--- config.mk ---
export PLATFORM = sky130hd
export DESIGN_NAME = tile_sprite_scheduler
export DESIGN_NICKNAME = d
export VERILOG_FILES = /design/src/rtl/tile_sprite_scheduler.sv
export SDC_FILE = /design/constraint.sdc
export NUM_CORES = 1
export LEC_CHECK = 0
export CAP_MARGIN = 15
export CORE_AREA = 2 2 239 241
export CTS_CLUSTER_DIAMETER = 100
export CTS_CLUSTER_SIZE = 12
export DETAILED_ROUTE_END_ITERATION = 6
export DIE_AREA = 0 0 241 243
export SYNTH_ARGS = -nofsm -noshare
export SYNTH_HDL_FRONTEND = slang
export SYNTH_SLANG_ARGS = --single-unit
--- constraint.sdc ---
create_clock -name clk -period 5.25 [get_ports clk]
set_input_delay 0.525 -clock clk [delete_from_list [all_inputs] [get_ports clk]]
set_output_delay 0.525 -clock clk [all_outputs]
set_load 0.02 [all_outputs]
--- src/rtl/tile_sprite_scheduler.sv ---
// tile_sprite_scheduler: per-frame sprite scheduler for a 16x2 tile.
// Sprite commands are queued in a small FIFO. For each queued sprite the scheduler fetches its
// texture row-pair from memory and dispatches it to the stream-processor array. A frame starts
// with a one-cycle array clear and ends after the command flagged cmd_last has been dispatched.
// Optional statistics counters are built only when the macro TILE_SCHED_STATS_EN is defined;
// otherwise stat_sprites and stat_stalls are tied to zero.
module tile_sprite_scheduler #(
    parameter int unsigned FIFO_DEPTH = 4,
    parameter int unsigned ADDR_W     = 16
) (
    input  logic              clk,
    input  logic              reset_n,
    input  logic              start,
    input  logic              cmd_valid,
    output logic              cmd_ready,
    input  logic [3:0]        cmd_x,
    input  logic [7:0]        cmd_z,
    input  logic              cmd_last,
    input  logic [ADDR_W-1:0] cmd_addr,
    output logic              mem_req,
    output logic [ADDR_W-1:0] mem_addr,
    input  logic              mem_ack,
    input  logic [255:0]      mem_rdata,
    output logic              sp_ena,
    output logic [3:0]        sp_start_x,
    output logic [7:0]        sp_position_z,
    output logic [255:0]      sp_texture_data,
    output logic              sp_clear_n,
    output logic              busy,
    output logic              frame_done,
    output logic [15:0]       stat_sprites,
    output logic [15:0]       stat_stalls
);

    localparam int unsigned PtrW = $clog2(FIFO_DEPTH);
    localparam int unsigned CntW = PtrW + 1;
    // Entry layout: {last, z[7:0], x[3:0], addr[ADDR_W-1:0]}
    localparam int unsigned EntW = ADDR_W + 13;
    localparam logic [CntW-1:0] FullCnt = CntW'(FIFO_DEPTH);

    typedef enum logic [2:0] {
        StIdle,
        StClear,
        StFetch,
        StDispatch,
        StDone
    } state_e;

    state_e state_q, state_d;

    // Command FIFO state
    logic [EntW-1:0] fifo_mem_q [FIFO_DEPTH];
    logic [EntW-1:0] fifo_mem_d [FIFO_DEPTH];
    logic [PtrW-1:0] wr_ptr_q, wr_ptr_d;
    logic [PtrW-1:0] rd_ptr_q, rd_ptr_d;
    logic [CntW-1:0] count_q, count_d;
    // Holds cmd_ready low until the first clock after reset is released
    logic            ready_en_q, ready_en_d;

    // Latched dispatch payload of the most recently popped command
    logic [3:0]      sp_x_q, sp_x_d;
    logic [7:0]      sp_z_q, sp_z_d;
    logic [255:0]    sp_tex_q, sp_tex_d;
    logic            last_q, last_d;

    logic            fifo_full;
    logic            fifo_empty;
    logic            push;
    logic            pop;
    logic            start_accept;
    logic [EntW-1:0] push_entry;
    logic [EntW-1:0] head_entry;
    logic [ADDR_W-1:0] head_addr;
    logic [3:0]      head_x;
    logic [7:0]      head_z;
    logic            head_last;

    assign fifo_full  = (count_q == FullCnt);
    assign fifo_empty = (count_q == '0);

    assign head_entry = fifo_mem_q[rd_ptr_q];
    assign head_addr  = head_entry[ADDR_W-1:0];
    assign head_x     = head_entry[ADDR_W +: 4];
    assign head_z     = head_entry[ADDR_W+4 +: 8];
    assign head_last  = head_entry[ADDR_W+12];
    assign push_entry = {cmd_last, cmd_z, cmd_x, cmd_addr};

    // cmd_ready comes only from registered state, never from cmd_valid or a pop this cycle
    assign cmd_ready = ready_en_q && !fifo_full;
    assign push      = cmd_valid && cmd_ready;

    // A request is only outstanding in FETCH with something queued; acks elsewhere are dropped
    assign mem_req  = (state_q == StFetch) && !fifo_empty;
    assign mem_addr = mem_req ? head_addr : '0;
    assign pop      = mem_req && mem_ack;

    assign start_accept = (state_q == StIdle) && start;

    assign sp_ena          = (state_q == StDispatch);
    assign sp_start_x      = sp_x_q;
    assign sp_position_z   = sp_z_q;
    assign sp_texture_data = sp_tex_q;
    assign sp_clear_n      = (state_q != StClear);
    assign busy            = (state_q != StIdle);
    assign frame_done      = (state_q == StDone);

    // FIFO next-state: write at tail on push, advance head on pop, occupancy tracks the difference
    always_comb begin
        fifo_mem_d = fifo_mem_q;
        wr_ptr_d   = wr_ptr_q;
        rd_ptr_d   = rd_ptr_q;
        count_d    = count_q;
        ready_en_d = 1'b1;
        if (push) begin
            fifo_mem_d[wr_ptr_q] = push_entry;
            wr_ptr_d             = wr_ptr_q + 1'b1;
        end
        if (pop) begin
            rd_ptr_d = rd_ptr_q + 1'b1;
        end
        unique case ({push, pop})
            2'b10:   count_d = count_q + 1'b1;
            2'b01:   count_d = count_q - 1'b1;
            default: count_d = count_q;
        endcase
    end

    // FIFO registers
    always_ff @(posedge clk) begin
        if (!reset_n) begin
            fifo_mem_q <= '{default: '0};
            wr_ptr_q   <= '0;
            rd_ptr_q   <= '0;
            count_q    <= '0;
            ready_en_q <= 1'b0;
        end else begin
            fifo_mem_q <= fifo_mem_d;
            wr_ptr_q   <= wr_ptr_d;
            rd_ptr_q   <= rd_ptr_d;
            count_q    <= count_d;
            ready_en_q <= ready_en_d;
        end
    end

    // Frame FSM next-state and payload capture on the acked fetch
    always_comb begin
        state_d  = state_q;
        sp_x_d   = sp_x_q;
        sp_z_d   = sp_z_q;
        sp_tex_d = sp_tex_q;
        last_d   = last_q;
        unique case (state_q)
            StIdle: begin
                if (start) begin
                    state_d = StClear;
                end
            end
            StClear: begin
                state_d = StFetch;
            end
            StFetch: begin
                if (pop) begin
                    state_d  = StDispatch;
                    sp_x_d   = head_x;
                    sp_z_d   = head_z;
                    sp_tex_d = mem_rdata;
                    last_d   = head_last;
                end
            end
            StDispatch: begin
                state_d = last_q ? StDone : StFetch;
            end
            StDone: begin
                state_d = StIdle;
            end
            default: begin
                state_d = StIdle;
            end
        endcase
    end

    // FSM and dispatch payload registers
    always_ff @(posedge clk) begin
        if (!reset_n) begin
            state_q  <= StIdle;
            sp_x_q   <= '0;
            sp_z_q   <= '0;
            sp_tex_q <= '0;
            last_q   <= 1'b0;
        end else begin
            state_q  <= state_d;
            sp_x_q   <= sp_x_d;
            sp_z_q   <= sp_z_d;
            sp_tex_q <= sp_tex_d;
            last_q   <= last_d;
        end
    end

`ifdef TILE_SCHED_STATS_EN
    logic [15:0] stat_sprites_q, stat_sprites_d;
    logic [15:0] stat_stalls_q, stat_stalls_d;

    // Saturating sprite/stall counters, cleared when a new frame is accepted
    always_comb begin
        stat_sprites_d = stat_sprites_q;
        stat_stalls_d  = stat_stalls_q;
        if (start_accept) begin
            stat_sprites_d = '0;
            stat_stalls_d  = '0;
        end else begin
            if (sp_ena && (stat_sprites_q != 16'hFFFF)) begin
                stat_sprites_d = stat_sprites_q + 16'd1;
            end
            if (mem_req && !mem_ack && (stat_stalls_q != 16'hFFFF)) begin
                stat_stalls_d = stat_stalls_q + 16'd1;
            end
        end
    end

    // Statistics registers
    always_ff @(posedge clk) begin
        if (!reset_n) begin
            stat_sprites_q <= '0;
            stat_stalls_q  <= '0;
        end else begin
            stat_sprites_q <= stat_sprites_d;
            stat_stalls_q  <= stat_stalls_d;
        end
    end

    assign stat_sprites = stat_sprites_q;
    assign stat_stalls  = stat_stalls_q;
`else
    logic unused_start_accept;
    assign unused_start_accept = start_accept;
    assign stat_sprites        = '0;
    assign stat_stalls         = '0;
`endif

endmodule

==> results of run 1 <==
[final timing paths]
path,from,to,depth (start not counted),slack [ns]
max reg2reg,count_q[2]$_SDFFE_PN0P_,count_q[2]$_SDFFE_PN0P_,9,2.36
max,count_q[0]$_SDFFE_PN0P_,mem_addr[7],4,1.22
min,fifo_mem_q[69]$_SDFFE_PN0P_,fifo_mem_q[69]$_SDFFE_PN0P_,2,0.47
min reg2reg,fifo_mem_q[69]$_SDFFE_PN0P_,fifo_mem_q[69]$_SDFFE_PN0P_,2,0.47
[registers in the layout (all words and copies together) (netlist names)]
| signal | count |
|---|---|
| state_q | 3 |
| rd_ptr_q | 2 |
| sp_start_x | 4 |
| sp_position_z | 8 |
| last_q | 1 |
| fifo_mem_q | 116 |
| sp_texture_data | 256 |
| ready_en_q | 1 |
| wr_ptr_q | 2 |
| count_q | 3 |
[cell usage after synthesis (10+ instances only)]
library cell,instances,share of area
a21oi_1,375,0.11
buf_2,58,0.018
buf_4,46,0.021
buf_6,31,0.021
clkbuf_1,91,0.021
clkbuf_2,19,0.0058
dfxtp_1,396,0.48
mux4_2,29,0.040
nand2_1,18,0.0041
nand3_1,378,0.12
nor2b_1,18,0.0069
o21ai_0,370,0.11
o2bb2ai_2,10,0.0091
[layer usage]
layer	GRT usage	wire [um]	up-vias
met4	0.0561	1370	12
met1	0.247	25400	7787
met3	0.0587	5230	82
li1	-	-	7592
met5	0	80	-
met2	0.339	30700	571
[layout by cell type (no fill, tap or decap), types with 4 or more instances in the layout]
cell and count:
o2bb2ai_2 10, nand3_1 378, clkbuf_16 40, o21ai_1 4
inv_1 7, o21ai_0 370, buf_4 16, and3_1 4
clkdlybuf4s50_1 579, conb_1 32, nor2_1 6, diode_2 7
nand2_1 18, a21oi_1 375, buf_12 5, nor2b_1 18
dfxtp_1 395, mux4_2 29, ha_1 5
[area by class of cell]
class | instances | share of cell area
antenna | 7 | 0.000756
clock buffer | 41 | 0.0434
clock inverter | 4 | 0.00167
inverter | 8 | 0.00162
multi-input combinational | 1279 | 0.310
sequential | 396 | 0.342
tap | 756 | 0.0408
timing repair buffer | 600 | 0.260
[power groups by stage]
stage / registers, W / clock network, W / logic [W]
after detailed placement: 0.00314 / 0 / 0.000768
final: 0.00307 / 0.00255 / 0.000771
after CTS: 0.00307 / 0.00263 / 0.000772
after floorplan: 0.00316 / 0 / 0.000427
after global placement: 0.00314 / 0 / 0.000764
after global routing: 0.00308 / 0.00273 / 0.000826
[worst max-delay path, stage by stage (launching register included)]
cell and delay [ns]:
dfxtp_1 0.51, or3_4 0.82, nand3_2 0.65, nor2b_1 0.30, clkdlybuf4s50_1 0.63
[stage by stage]
step / setup slack, ns / std cells / hold slack [ns] / total power (W)
3_5_place_dp: 1.73 / 3039 / 0.459 / 0.00391
2_1_floorplan: 2.86 / 1935 / 0.431 / 0.00359
6_report: 1.22 / 3091 / 0.471 / 0.00639
3_3_place_gp: 1.86 / 3039 / 0.448 / 0.00390
5_1_grt: 0.966 / 3087 / 0.488 / 0.00664
4_1_cts: 1.08 / 3084 / 0.470 / 0.00648
[logic make-up after synthesis]
logic type	Yosys count	share of synthesized area
compound gates	763	0.239
simple gates	444	0.140
flops	396	0.482
buf+inv	260	0.0899
mux	32	0.0416
fa+ha+maj	6	0.00503
xor+xnor	2	0.00107
other cells	1	0.000228
==> summary.md, run 1 <==
| Metric | Value |
|---|---|
| Power share of the clock group | `0.399` |
| Req. time, crit path | `4.72 ns` |
| # rows | `between 80 and 90` |
| Chip Height | `243 um` |
| Ys async rst share | `0` |
| # IOs | `~610` |
| Initial Utilization | `0.294` |
| Pre-antenna DRT Iters | `7` |
| GPL Wtd Cong | `approximately 0.88` |
| Peak supply drop | `0.181 mV` |
| Worst Path Arrival | `about 3.5 ns` |
| Buffers on Ports | `roughly 580` |
| Final Hold Viols | `0` |
| Area delta synth->final | `41.0%` |
| Nets | `2620` |
| Post-Route Utilization | `0.414` |
| RSZ-0062 raised after global routing | `no` |
| Crit-path max FO | `76` |
| Least-Margin Pin Slew | `1.55 ns` |
| Final wirelength | `approximately 63 mm` |
| Vias in the first global route | `15.0k` |
| Combinational share of power | `0.121` |
| Antenna violations before repair | `13` |
| Core area | `56000 um^2` |
| Pin count of the biggest net entering global routing | `260` |
| Period utilization | `0.767` |
| Worst Setup Start Kind | `flip-flop` |
| Postcts setup bufs | `0` |
| Number of synthesized register bits | `around 400` |
| Syn avg cell area | `between 8 and 9 um^2` |
| TritonCTS clock tree | `done` |
| CTS sink cnt | `396` |
| Post-Synthesis Cells | `approximately 1.9k` |
| CTS root buffer | `clkbuf_16` |
| Seq pwr share | `0.481` |
| Sequential fraction of the synthesis area | `0.482` |
| Register Area | `7930 um^2` |
| TritonCTS buffer count | `39` |
| Slew HR | `-0.0336` |
| Share of cells above drive strength 1 | `0.0503` |
| Total number of yosys warnings | `0` |
| ANT nets after route | `0` |
| Sw Share | `0.263` |
| Multi-input gate area | `7170 um^2` |
| Setup crit end kind | `primary output` |
| Post-DP HPWL | `39.9 mm` |
| Remaining global-route overflow | `0` |
| H-Tree Depth | `2` |
| 1st-iter DRT viols | `1239` |
| First-pass GRT wire length | `roughly 90 mm` |
| Status | `finished, violations left` |
| Design area | `23200 um^2` |
| Power per cell area | `276 nW/um^2` |
| Worst skew pair latency | `0.56 ns` |
| Die width | `241 um` |
| GRT Util Overall | `0.201` |
| Main synth FF type | `dfxtp_1` |
| # Max-Cap Violations | `0` |
| CTS Buffer Depth | `3` |
| Unique cell type count in the Yosys netlist | `38` |
| P_int | `0.00471 W` |
| Skew final | `0.0275 ns` |
| Die area | `58600 um^2` |
| Failing checks | `slew limit` |
| DRC viols | `0` |
| Hold Crit Class | `reg2reg` |
| Min Clock Period, post-route | `between 4 and 5 ns` |
| Vias after detailed routing | `16.0k` |
| Worst Setup Path Type | `reg2out` |
| Final setup fails | `0` |
| Area post-placement | `22100 um^2` |
| Synth Cell Area | `16400 um^2` |
| Psw | `0.00168 W` |
| Pins Over Slew Limit | `66` |
| Clk slew on worst S/H paths | `0.06 ns` |
| Layout fillers | `5619` |
| Post-synth EDFFs | `0` |
| Via/cell ratio | `5.19` |
| Achievable frequency | `248 MHz` |
| DR WL/cell | `~20 um` |
| CTS Hold Buffers Added | `0` |
| Setup TNS | `0 ns` |
| Leak Pwr | `7.27 nW` |
| Post-cts sizing count | `0` |
Note: power is estimated with default switching activity, not from simulation.
==> run 2: changes to the inputs <==
- CORE_AREA: 2 2 239 241 -> 2 2 238 240
- DIE_AREA: 0 0 241 243 -> 0 0 240 242
- clock period: 5.25 -> 3.3 ns (I/O delays scaled with it)
==> run 2 against run 1 <==
  * The run now ends clean
  * Flip-flop and latch count unchanged
  * Clock-buffer cell count increased by 3
  * Register-to-register slack got worse by 1.5 ns
  * Via count increased by 0.93%
  * Clock skew decreased by 0.0050 ns
  * Die area decreased by 0.82%
  * Clock power increased by 64%
  * Utilization increased by 0.61 points
  * Worst hold slack got worse by 0.14 ns
  * Critical path type unchanged
==> summary.md, run 2 (same netlist as run 1, synthesis figures left out) <==
| Metric | Value |
|---|---|
| # IOs | `612 (unchanged)` |
| CTS Hold Buffers Added | `0 (unchanged)` |
| Slew HR | `0.202 (+0.236)` |
| Post-cts sizing count | `0 (unchanged)` |
| Most common cell after layout, fill and taps aside | `clkdlybuf4s50_1` |
| Final wirelength | `63.8 mm (+1.7%)` |
| Pre-antenna DRT Iters | `5 (-2)` |
| Hold depth | `3 (+1)` |
| GPL Wtd Cong | `0.845 (-3.7%)` |
| First-pass GRT wire length | `94.5 mm (+2.3%)` |
| Skew final | `0.0226 ns (-0.00495 ns)` |
| Final Hold Viols | `0 (unchanged)` |
| CTS Buffer Depth | `3 (unchanged)` |
| Core area | `55700 um^2 (-0.39%)` |
| ANT nets after route | `0 (unchanged)` |
| Hold Path End | `sp_texture_data[13]$_SDFFE_PN0P_` |
| GRT Util Overall | `0.206 (+0.00511)` |
| TritonCTS buffer count | `40 (+2.6%)` |
| Worst Setup Start Kind | `flip-flop` |
| Postcts setup bufs | `0 (unchanged)` |
| Reg2reg end | `sp_texture_data[39]$_SDFFE_PN0P_` |
| Vias in the first global route | `15.4k (+2.6%)` |
| CTS sink cnt | `396 (unchanged)` |
| Crit-path max FO | `17 (-78%)` |
| Pin count of the biggest net entering global routing | `240 (-7.7%)` |
| DR WL/cell | `20.5 um (+1.0%)` |
| Max FFs per register | `256 (unchanged)` |
| Status | `finished clean` |
| H-Tree Depth | `2 (unchanged)` |
| Achievable frequency | `~330 MHz` |
| TritonCTS clock tree | `done` |
| Post-DP HPWL | `41.5 mm (+4.1%)` |
| FF-to-FF path depth | `5 (-4)` |
| DRC viols | `0 (unchanged)` |
| Setup TNS | `0 ns (unchanged)` |
| Clk slew on worst S/H paths | `0.06 ns (about the same)` |
| Peak supply drop | `0.307 mV (+69%)` |
| Hold Crit Start | `mem_rdata[13]` |
| Chip Height | `242 um (-0.41%)` |
| CTS root buffer | `clkbuf_16` |
| FF-to-FF Start | `count_q[0]$_SDFFE_PN0P_` |
| Req. time, crit path | `2.97 ns (-1.75 ns)` |
| Setup crit end kind | `primary output` |
| Layout fillers | `5535 (-1.5%)` |
| Nets | `2638 (+0.69%)` |
| Power per cell area | `441 nW/um^2 (+60%)` |
| Worst Path Arrival | `2.68 ns (-0.82 ns)` |
| Worst Setup Path Type | `reg2out` |
| Remaining global-route overflow | `0 (unchanged)` |
| Leak Pwr | `7.39 nW (+1.8%)` |
| Most frequent cells in the layout | `579 x clkdlybuf4s50_1, 395 x dfxtp_1, 378 x nand3_1, 375 x a21oi_1, 370 x o21ai_0` |
| Antenna violations before repair | `12 (-1)` |
| Least-Margin Pin Slew | `1.20 ns (-0.353 ns)` |
| Vias after detailed routing | `16.2k (+0.93%)` |
| Via/cell ratio | `5.20 (+0.25%)` |
| Buffers on Ports | `579 (unchanged)` |
| # Max-Cap Violations | `0 (unchanged)` |
| Period utilization | `0.912` |
| Min Clock Period, post-route | `3.01 ns` |
| Hold Crit Class | `in2reg` |
| 1st-iter DRT viols | `1148 (-7.3%)` |
| Share of cells above drive strength 1 | `0.0588 (+0.00852)` |
| # rows | `87 (unchanged)` |
| Area delta synth->final | `42.5%` |
| Initial Utilization | `0.295 (+0.00115)` |
| Post-Route Utilization | `0.420 (+0.00611)` |
| Die area | `58100 um^2 (-0.82%)` |
| Reg2Reg Setup Slack | `0.86 ns (-1.50 ns)` |
| Worst skew pair latency | `0.56 ns (about the same)` |
| Final setup fails | `0 (unchanged)` |
| Pins Over Slew Limit | `0 (-100%)` |
| RSZ-0062 raised after global routing | `no` |
| Die width | `240 um (-0.41%)` |
-- run 2: changes by cell type in the layout (fill, tap and decap cells not counted), sizes merged --
cell      change
diode         +1
clkinvlp      +1
clkinv        -1
buf          +17
clkbuf        +3
-- run 2: cell type report --
| type | count | area (um^2) | share of cell area |
|---|---|---|---|
| Inverter | 8 | 37.5 | 0.00160 |
| Tap cell | 756 | 946 | 0.0404 |
| Antenna cell | 8 | 20.0 | 0.000855 |
| Timing Repair Buffer | 617 | 6190 | 0.265 |
| Sequential cell | 396 | 7930 | 0.339 |
| Clock inverter | 4 | 43.8 | 0.00187 |
| Multi-Input combinational cell | 1279 | 7170 | 0.306 |
| Clock buffer | 44 | 1070 | 0.0456 |
-- run 2: routing by layer --
metal	wire (um)	vias up	global-route usage
li1	-	7618	-
met1	25200	7820	0.245
met2	31400	617	0.356
met3	5070	126	0.0525
met4	2070	12	0.0756
met5	87	-	0
-- run 2: worst max-delay path by stage --
stage | startpoint | to | slack [ns] | cells after the start
CTS | count_q[0]$_SDFFE_PN0P_ | mem_addr[10] | 0.27 | 4
global route | count_q[0]$_SDFFE_PN0P_ | mem_addr[6] | 0.14 | 4
floorplan | count_q[1]$_SDFFE_PN0P_ | count_q[2]$_SDFFE_PN0P_ | 0.91 | 11
finish | count_q[0]$_SDFFE_PN0P_ | mem_addr[10] | 0.29 | 4
detailed placement | mem_ack | count_q[2]$_SDFFE_PN0P_ | 0.78 | 9
global placement | mem_ack | count_q[2]$_SDFFE_PN0P_ | 0.71 | 9
-- run 2: metrics by stage --
| step | hold WS, ns | instance area (um^2) | setup WS (ns) | cells | total power (W) |
|---|---|---|---|---|---|
| global route | 0.307 | 23400 | 0.145 | 3107 | 0.0107 |
| finish | 0.328 | 23400 | 0.291 | 3112 | 0.0103 |
| CTS | 0.286 | 23400 | 0.272 | 3104 | 0.0105 |
| global placement | 0.457 | 22300 | 0.707 | 3056 | 0.00623 |
| floorplan | 0.358 | 16500 | 0.907 | 1935 | 0.00570 |
| detailed placement | 0.465 | 22300 | 0.777 | 3056 | 0.00624 |
-- run 2: report_power, final --
| part | total (W) | internal [W] | switching [W] |
|---|---|---|---|
| sequential | 0.00489 | 0.00485 | 0.0000406 |
| combinational | 0.00125 | 0.000508 | 0.000742 |
| clock | 0.00419 | 0.00229 | 0.00191 |
| total | 0.0103 | 0.00764 | 0.00269 |
-- run 2: worst max-delay path: stages (launching register included) --
cell,delay [ns]
dfxtp_1,0.52
or3_4,0.21
nand3_2,0.43
nor2b_1,0.31
clkdlybuf4s50_1,0.64
